[src/rtl/bcd_to_bin.sv]
// Sequential packed-BCD to binary converter, one digit per clock, MS digit first.
// Optional digit validity checking is enabled by defining BCD2BIN_CHECK_EN.
module bcd_to_bin #(
    parameter int DIGITS = 4,
    parameter int BIN_W  = 14
) (
    input  logic                  clk,
    input  logic                  clr,
    input  logic [4*DIGITS-1:0]   bcd,
    input  logic                  start,
    output logic [BIN_W-1:0]      bin,
    output logic                  busy,
    output logic                  done,
    output logic                  err
);

    // state | meaning
    // IDLE  | waiting for start; bin/err hold the last result
    // CONV  | consuming one digit per cycle from the shift register
    typedef enum logic {IDLE, CONV} state_t;

    localparam int CNT_W = (DIGITS > 1) ? $clog2(DIGITS) : 1;
    localparam int SR_W  = 4 * DIGITS;

    state_t             state_q, state_d;
    logic [SR_W-1:0]    sr_q, sr_d;
    logic [BIN_W-1:0]   acc_q, acc_d;
    logic [CNT_W-1:0]   cnt_q, cnt_d;
    logic [BIN_W-1:0]   bin_q, bin_d;
    logic               done_q, done_d;
    logic [3:0]         digit;
    logic [BIN_W-1:0]   acc_step;
    logic               last;
`ifdef BCD2BIN_CHECK_EN
    logic               err_q, err_d;
    logic               errs_q, errs_d;
    logic               bad;
`endif

    always_comb begin
        digit    = sr_q[SR_W-1 -: 4];
        acc_step = acc_q * BIN_W'(10) + BIN_W'(digit);
        last     = (cnt_q == CNT_W'(DIGITS - 1));
        state_d  = state_q;
        sr_d     = sr_q;
        acc_d    = acc_q;
        cnt_d    = cnt_q;
        bin_d    = bin_q;
        done_d   = 1'b0;
`ifdef BCD2BIN_CHECK_EN
        bad      = (digit > 4'd9);
        err_d    = err_q;
        errs_d   = errs_q;
`endif
        case (state_q)
            IDLE: begin
                if (start) begin
                    sr_d    = bcd;
                    acc_d   = '0;
                    cnt_d   = '0;
                    state_d = CONV;
`ifdef BCD2BIN_CHECK_EN
                    errs_d  = 1'b0;
`endif
                end
            end
            CONV: begin
                acc_d = acc_step;
                sr_d  = sr_q << 4;
                cnt_d = cnt_q + CNT_W'(1);
`ifdef BCD2BIN_CHECK_EN
                errs_d = errs_q | bad;
`endif
                if (last) begin
                    done_d  = 1'b1;
                    state_d = IDLE;
`ifdef BCD2BIN_CHECK_EN
                    // An invalid digit anywhere in the word poisons the result.
                    err_d = errs_q | bad;
                    bin_d = (errs_q | bad) ? '0 : acc_step;
`else
                    bin_d = acc_step;
`endif
                end
            end
            default: state_d = IDLE;
        endcase
    end

    always_ff @(posedge clk or negedge clr) begin
        if (!clr) begin
            state_q <= IDLE;
            sr_q    <= '0;
            acc_q   <= '0;
            cnt_q   <= '0;
            bin_q   <= '0;
            done_q  <= 1'b0;
`ifdef BCD2BIN_CHECK_EN
            err_q   <= 1'b0;
            errs_q  <= 1'b0;
`endif
        end else begin
            state_q <= state_d;
            sr_q    <= sr_d;
            acc_q   <= acc_d;
            cnt_q   <= cnt_d;
            bin_q   <= bin_d;
            done_q  <= done_d;
`ifdef BCD2BIN_CHECK_EN
            err_q   <= err_d;
            errs_q  <= errs_d;
`endif
        end
    end

    assign bin  = bin_q;
    assign busy = (state_q == CONV);
    assign done = done_q;
`ifdef BCD2BIN_CHECK_EN
    assign err  = err_q;
`else
    assign err  = 1'b0;
`endif

endmodule

[config.mk]
export PLATFORM = sky130hd
export DESIGN_NAME = bcd_to_bin
export DESIGN_NICKNAME = d
export VERILOG_FILES = /design/src/rtl/bcd_to_bin.sv
export SDC_FILE = /design/constraint.sdc
export NUM_CORES = 1
export LEC_CHECK = 0
export ABC_AREA = 1
export CAP_MARGIN = 20
export CORE_ASPECT_RATIO = 1.2
export CORE_MARGIN = 1.5
export CORE_UTILIZATION = 40
export DETAILED_ROUTE_END_ITERATION = 10
export GPL_TIMING_DRIVEN = 0
export SYNTH_ARGS = -nofsm -noshare
export SYNTH_HDL_FRONTEND = slang
export SYNTH_SLANG_ARGS = --single-unit
[constraint.sdc]
create_clock -name clk -period 2.6 [get_ports clk]
set_input_delay 0.65 -clock clk [delete_from_list [all_inputs] [get_ports clk]]
set_output_delay 0.65 -clock clk [all_outputs]
set_load 0.1 [all_outputs]
# Word-level counts from Yosys, hierarchy flattened
# Cells that the tools add are included.
[classes]
add_sub_neg = 2
multipliers = 1
div = 0
magnitude_cmp = 0
n_eq_ne = 2
shift = 0
mux = 11
n_bitwise = 1
reduce_logical = 1
[op_table]
columns = ["op", "count"]
rows = [
  ["$pmux 16 s2", 1],
  ["$pmux 14 s2", 1],
  ["$mux 16", 1],
  ["$add 14x4->14", 1],
  ["$mul 14x3->13 const B", 1],
  ["$mux 14", 1],
  ["$mux 1", 4],
  ["$pmux 2 s2", 1],
  ["$add 2x1->2 const B", 1],
  ["$eq 2x2->1 const B", 1],
  ["$mux 2", 1],
  ["$ne 2x2->1 const B", 1],
  ["$pmux 1 s2", 1],
  ["$reduce_and 2->1", 1],
  ["$not 1->1", 1],
]
[word_totals]
reg_bits = 48
latch_bits = 0
ram_bits = 0
mem_bits_ro = 0
in_bits = 19
out_inout_bits = 17
wordCells = 24
n_memories = 0

# Longest topological paths before layout
# Gate-level depths: netlist (run 1).
[logic_depth]
word_depth = 3
depth_mapped = 15
mapped_depth_nobuf = 15

# Least setup slack after synthesis (run 1)
# Ideal clock, no wire load.
[synth_path]
path_kind = "register to register"
start = "reg acc_q[1]"
end = "reg bin_q[12], in the netlist bin[12]"
setup_time_ns = 0.120
arrival_time_ns = 2.319
required_ns = 2.480
setup_slack_ns = 0.162
path_stages_with_launch = 15
n_path_buf = 0
period_less_slack_ns = 2.438
cell_sequence = "dfrtp_1 ha_1 ha_1 inv_1 fa_1 nor2_1 nand4_1 nand2_1 nand2_1 nor2_4 nand2_2 nor2_2 nand3_1 nand3_1 nand2_1"
[synth_between]
elab_chain_cells = 2
[synth_rtl]
columns = ["item", "line_no", "rtl"]
rows = [
  ["start: declaration", "27", "logic [BIN_W-1:0] acc_q, acc_d;"],
  ["start signal: assignment", "94", "acc_q <= '0;"],
  ["start signal: assignment", "105", "acc_q <= acc_d;"],
  ["$mul 14x3->13", "42", "acc_step = acc_q * BIN_W'(10) + BIN_W'(digit);"],
  ["$add 14x4->14", "42", ""],
  ["end signal: assignment", "107", "bin_q <= bin_d;"],
  ["end: declaration", "29", "logic [BIN_W-1:0] bin_q, bin_d;"],
]
# Every way passes these cells.
# A chain may end at the register's enable or synchronous reset.

# Worst setup path in the final report (run 1)
[layout_path]
start = "reg bin_q[1], in the netlist bin[1]"
end = "out bin[1]"
[layout_rtl]
columns = ["item", "line_no", "rtl"]
rows = [
  ["end: declaration", "11", "output logic [BIN_W-1:0] bin,"],
]
# No word-level cell between the ends.

==> results of run 1 <==
-- kinds of logic after synthesis --
| kind of cell | count (synthesis) | share of synthesized area [%] |
|---|---|---|
| buf+inv | 47 | 6.64 |
| other cells | 1 | 0.135 |
| fa+ha+maj | 25 | 11.8 |
| xor+xnor | 10 | 3.43 |
| compound gates | 44 | 8.99 |
| flops | 47 | 42.5 |
| simple gates | 169 | 26.5 |
-- path summary, 6_finish.rpt --
kind                           from   endpoint
min reg2reg                 sr_q[2]    sr_q[2]
max                          bin[1]     bin[1]
max in group asynchronous       clr  acc_q[10]
min                             clr     bin[1]
min in group clk            sr_q[2]    sr_q[2]
max reg2reg                acc_q[1]  acc_q[10]
-- flip-flops by register name, indices dropped and copies added, names as in the netlist --
| name | flops |
|---|---|
| sr_q | 16 |
| acc_q | 13 |
| done | 1 |
| cnt_q | 2 |
| busy | 1 |
| bin | 14 |
-- cell usage after synthesis, types with 3 or more instances --
cell type / number / area, um^2
nand2_1: 97 / 364
dfrtp_1: 47 / 1180
inv_1: 34 / 128
ha_1: 23 / 288
nand3_1: 23 / 115
o21ai_0: 22 / 110
nor2_1: 21 / 78.8
nor3_1: 12 / 60.1
o22ai_1: 12 / 75.1
clkbuf_1: 6 / 22.5
xnor2_1: 6 / 52.6
nand4_1: 5 / 31.3
a21oi_1: 4 / 20.0
nand2_2: 4 / 25.0
buf_2: 3 / 15.0
nor2_2: 3 / 18.8
xor2_1: 3 / 26.3
-- per-stage QoR --
| step | hold WS (ps) | worst slack [ps] | TNS, ps | cells |
|---|---|---|---|---|
| floorplan | 354 | 162 | 0 | 343 |
| global placement | 459 | -409 | -19390 | 464 |
| detailed placement | 466 | -101 | -377 | 465 |
| CTS | 278 | 17.2 | 0 | 475 |
| global route | 292 | -22.2 | -22.2 | 479 |
| finish | 276 | 127 | 0 | 479 |
-- cell type report --
class	instances	area share, %
plain buffers	11	1.41
clock buffers	6	2.10
clock inverters	2	1.74
inverters	36	3.91
multi-input cells	249	42.0
flip-flops and latches	47	34.1
well taps	87	3.15
repair buffers	41	11.6
-- timing repair --
action | CTS | global route
resized for setup | 5 | 5
setup endpoints to repair | 7 | 9
pin swaps | 4 | 2
buffers inserted | 2 | 4
-- routing by layer --
metal / wire, um / GRT usage (%) / share of wire (%)
met1: 2860 / 23.4 / 44
met5: 0 / 0 / 0
met3: 144 / 2.04 / 2.2
met4: 79 / 5.26 / 1.2
met2: 3390 / 35.3 / 52
==> run metrics, run 1 <==
number of rows created at floorplan=33; Total Die Area=0.00744 mm^2; die height=94.2 um; total global routing overflow=0; final hold violation count=0; worst endpoint data arrival time=1820 ps; Max transition margin=33.9%; async set or reset register ratio after synthesis=100%; Max Fclk=0.404 GHz; Distinct cells, synth=33; TritonCTS clock tree=built; delay-heaviest family, CP=buffers and inverters; instance count of the mapped netlist=343; number of max-slew violations in the final report=0; later-pin clock latency in the skew report=300 ps; maximum number of pins on one net before global-route repair=32; cell at the root of the clock tree=clkbuf_8; Setup crit start kind=flip-flop; routed via count divided by cell count=4.91; utilization after layout=51.0%; depth of the critical timing path with buffers and inverters included=1; area of the core region=0.00677 mm^2; setup slack on the worst flop-to-flop path=140 ps; effective utilization at floorplan=40.9%; count of endpoints failing setup in the final report=0; endpoint kind of the worst setup timing path=output port; most frequent cells in the layout=nand2_1 (96), dfrtp_1 (46), inv_1 (34); violation count after the first detailed-routing iteration=80; total via count in the routed design=2,351; number of global-route vias before repair=2,333; maximum buffer depth of the clock tree=2; share of cells above drive strength 1=9.95%; GRT Total Usage=19.1%; yosys warns=0; average wire length per cell after detail routing=13.5 um; flip-flop cell with the highest count after synthesis=dfrtp_1; synthesized net count=387; worst-margin pin slew=989 ps; nets=435; number of diodes added for antenna fixing=0; clock buffer count from CTS=5; cell type of the slowest stage on the worst timing path=clkdlybuf4s50_1; hold_buf cts=0; critical path class=flip-flop to output port; per-instance average area after synthesis=8.08 um^2; Final period util=95.1%; routed wire length=6470 um; Clock Sink Count=47; R2R depth=14; max-cap viol count=0; global-route wire length before repair=11,000 um; Crit path required time=1950 ps; first drt pass iteration count=4; final period demand of the worst path=2470 ps; number of port buffers=34; final design area excluding fillers=0.00346 mm^2; largest incremental delay on the critical path=1150 ps; number of nets with antenna violations after routing=0; number of antenna violations at the first check in global routing=0; I/O pin total=36; most common cell after layout, fill and taps aside=nand2_1; total of fill cells in the finished design=664; number of enable-type register cells in the synthesized netlist=0; buffer and inverter count on the worst path=1; sequential area share after synthesis=42.5%; outcome=completed; post-synth design cell area=0.00277 mm^2; synth-to-layout area growth=24.8%; Critical Path, Cell by Cell=clkdlybuf4s50_1; number of H-tree levels=2; number of register bits inferred by synthesis=47; setup skew after layout=6.00 ps; RSZ-0062 raised after global routing=yes; Clock transition at path regs=90 ps; sequential cell area in the final layout=0.00118 mm^2; routability-driven placement congestion ratio=0.875; critical-path maximum fanout=2; post-detailed-route DRC marker count=0; half-perimeter wire length after placement=4980 um; die span in x=79.0 um; post-placement cell area=0.00323 mm^2; total area of multi-input combinational cells=0.00145 mm^2; worst hold path class=input port to async pin
Power of run 1 is not shown: default switching activity piles up to over one toggle a cycle in this logic, so the estimate is an artifact.
==> run 2, diff against run 1 <==
CORE_MARGIN = default   (was 1.5)
HOLD_SLACK_MARGIN = 0.1   (was default)
SETUP_SLACK_MARGIN = 0.1   (was default)
==> run metrics, run 2 (synthesis results as in run 1) <==
outcome=completed; worst-margin pin slew=992 ps; cell type of the slowest stage on the worst timing path=clkdlybuf4s50_1; Critical Path, Cell by Cell=clkdlybuf4s50_1; violation count after the first detailed-routing iteration=60; maximum buffer depth of the clock tree=2; depth of the critical timing path with buffers and inverters included=1; RSZ-0062 raised after global routing=yes; area of the core region=0.00657 mm^2; Max Fclk=0.404 GHz; Most flops, register=sr_q; most frequent cells in the layout=nand2_1 (92), dfrtp_1 (47), inv_1 (32); total via count in the routed design=2,403; endpoint kind of the worst setup timing path=output port; number of antenna violations at the first check in global routing=0; die height=93.2 um; count of endpoints failing setup in the final report=0; R2R depth=15; number of rows created at floorplan=32; number of port buffers=34; cell at the root of the clock tree=clkbuf_8; routed wire length=6450 um; setup skew after layout=9.03 ps; number of max-slew violations in the final report=0; number of nets with antenna violations after routing=0; number of H-tree levels=2; GRT Total Usage=20.0%; post-detailed-route DRC marker count=0; Max transition margin=33.8%; effective utilization at floorplan=42.2%; max-cap viol count=0; TritonCTS clock tree=built; Cell Count, Final, Fillers Out=479; Crit path required time=1950 ps; final period demand of the worst path=2470 ps; routability-driven placement congestion ratio=0.899; largest incremental delay on the critical path=1140 ps; share of cells above drive strength 1=13.7%; post-placement cell count=463; maximum number of pins on one net before global-route repair=38; half-perimeter wire length after placement=4970 um; die span in x=78.0 um; global-route wire length before repair=11,300 um; routed via count divided by cell count=5.02; Clock Sink Count=47; final hold violation count=0; buffer and inverter count on the worst path=1; clock buffer count from CTS=5; critical-path maximum fanout=2; Setup crit start kind=flip-flop; delay-heaviest family, CP=buffers and inverters; number of diodes added for antenna fixing=0; average wire length per cell after detail routing=13.5 um; Final period util=95.1%; hold_buf cts=0; most common cell after layout, fill and taps aside=nand2_1; Total Die Area=0.00726 mm^2; later-pin clock latency in the skew report=300 ps; synth-to-layout area growth=25.2%; Clock transition at path regs=80 ps; number of global-route vias before repair=2,401; worst endpoint data arrival time=1820 ps; first drt pass iteration count=4; I/O pin total=36; worst hold path class=input port to async pin; total global routing overflow=0; critical path class=flip-flop to output port; nets=437; total of fill cells in the finished design=655; flip-flop count of the largest register after layout=16
## run 2: cell count changes in the layout (fill, tap and decap cells not counted), moves of 4 or more
cell	previous run	this run
nand3_1	23	17
nand3_2	0	6
nand2_1	96	92
nand2_2	5	9
## run 2: worst paths after layout
| kind | startpoint | end | slack (ps) |
|---|---|---|---|
| setup / recovery | bin[8] | bin[8] | 130 |
| hold / removal | clr | sr_q[7] | 220 |
| setup reg to reg | acc_q[3] | bin[12] | 130 |
| hold reg to reg | sr_q[1] | sr_q[1] | 480 |
| max in group asynchronous | clr | acc_q[2] | 1900 |
| min in group clk | sr_q[1] | sr_q[1] | 480 |
## run 2: worst register-to-register path, cell delays in order (launching register included)
cell,delay (ps)
dfrtp_1,430
ha_4,260
ha_4,160
inv_2,50
fa_2,450
nor2_2,150
nand4_1,90
nand2_1,100
nand2_2,70
nor2_4,100
nand2_2,80
nor2_4,140
nand2_1,90
nand2_2,90
nand3_2,70
nand2_1,70
## run 2: area by class of cell
cell class / count / area (um^2) / area share [%]
tap: 85 / 106 / 3.07
inverter: 36 / 135 / 3.89
buffer: 11 / 48.8 / 1.41
timing repair buffer: 43 / 420 / 12.1
multi-input combinational: 249 / 1500 / 43.2
clock inverter: 2 / 12.5 / 0.361
clock buffer: 6 / 72.6 / 2.09
sequential: 47 / 1180 / 33.9
## run 2: metal layers
metal  GRT usage [%]  vias to the layer above  wire [um]
met3            2.15                       10        150
met2            36.2                       49       3280
met4            6.02                        0        104
li1                -                     1224          -
met1            25.1                     1120       2910
met5               0                        -          0
## run 2: per-stage QoR
step / setup TNS (ps) / area [um^2] / setup slack [ps] / hold WS, ps / util, %
2_1_floorplan: 0 / 2770 / 162 / 354 / -
3_3_place_gp: -19960 / 3220 / -424 / 457 / 49.0
3_5_place_dp: -382 / 3230 / -118 / 459 / 49.2
4_1_cts: 0 / 3390 / 109 / 221 / 51.6
5_1_grt: 0 / 3470 / 16.7 / 225 / 52.8
6_report: 0 / 3470 / 127 / 220 / 52.8
## run 2: what timing repair did
action / in CTS / in global routing
setup endpoints to repair: 11 / 13
cloned: 0 / 0
setup buffers: 4 / 4
resized for setup: 9 / 18
pin swaps: 6 / 15
Power of run 2 is left out for the same reason.
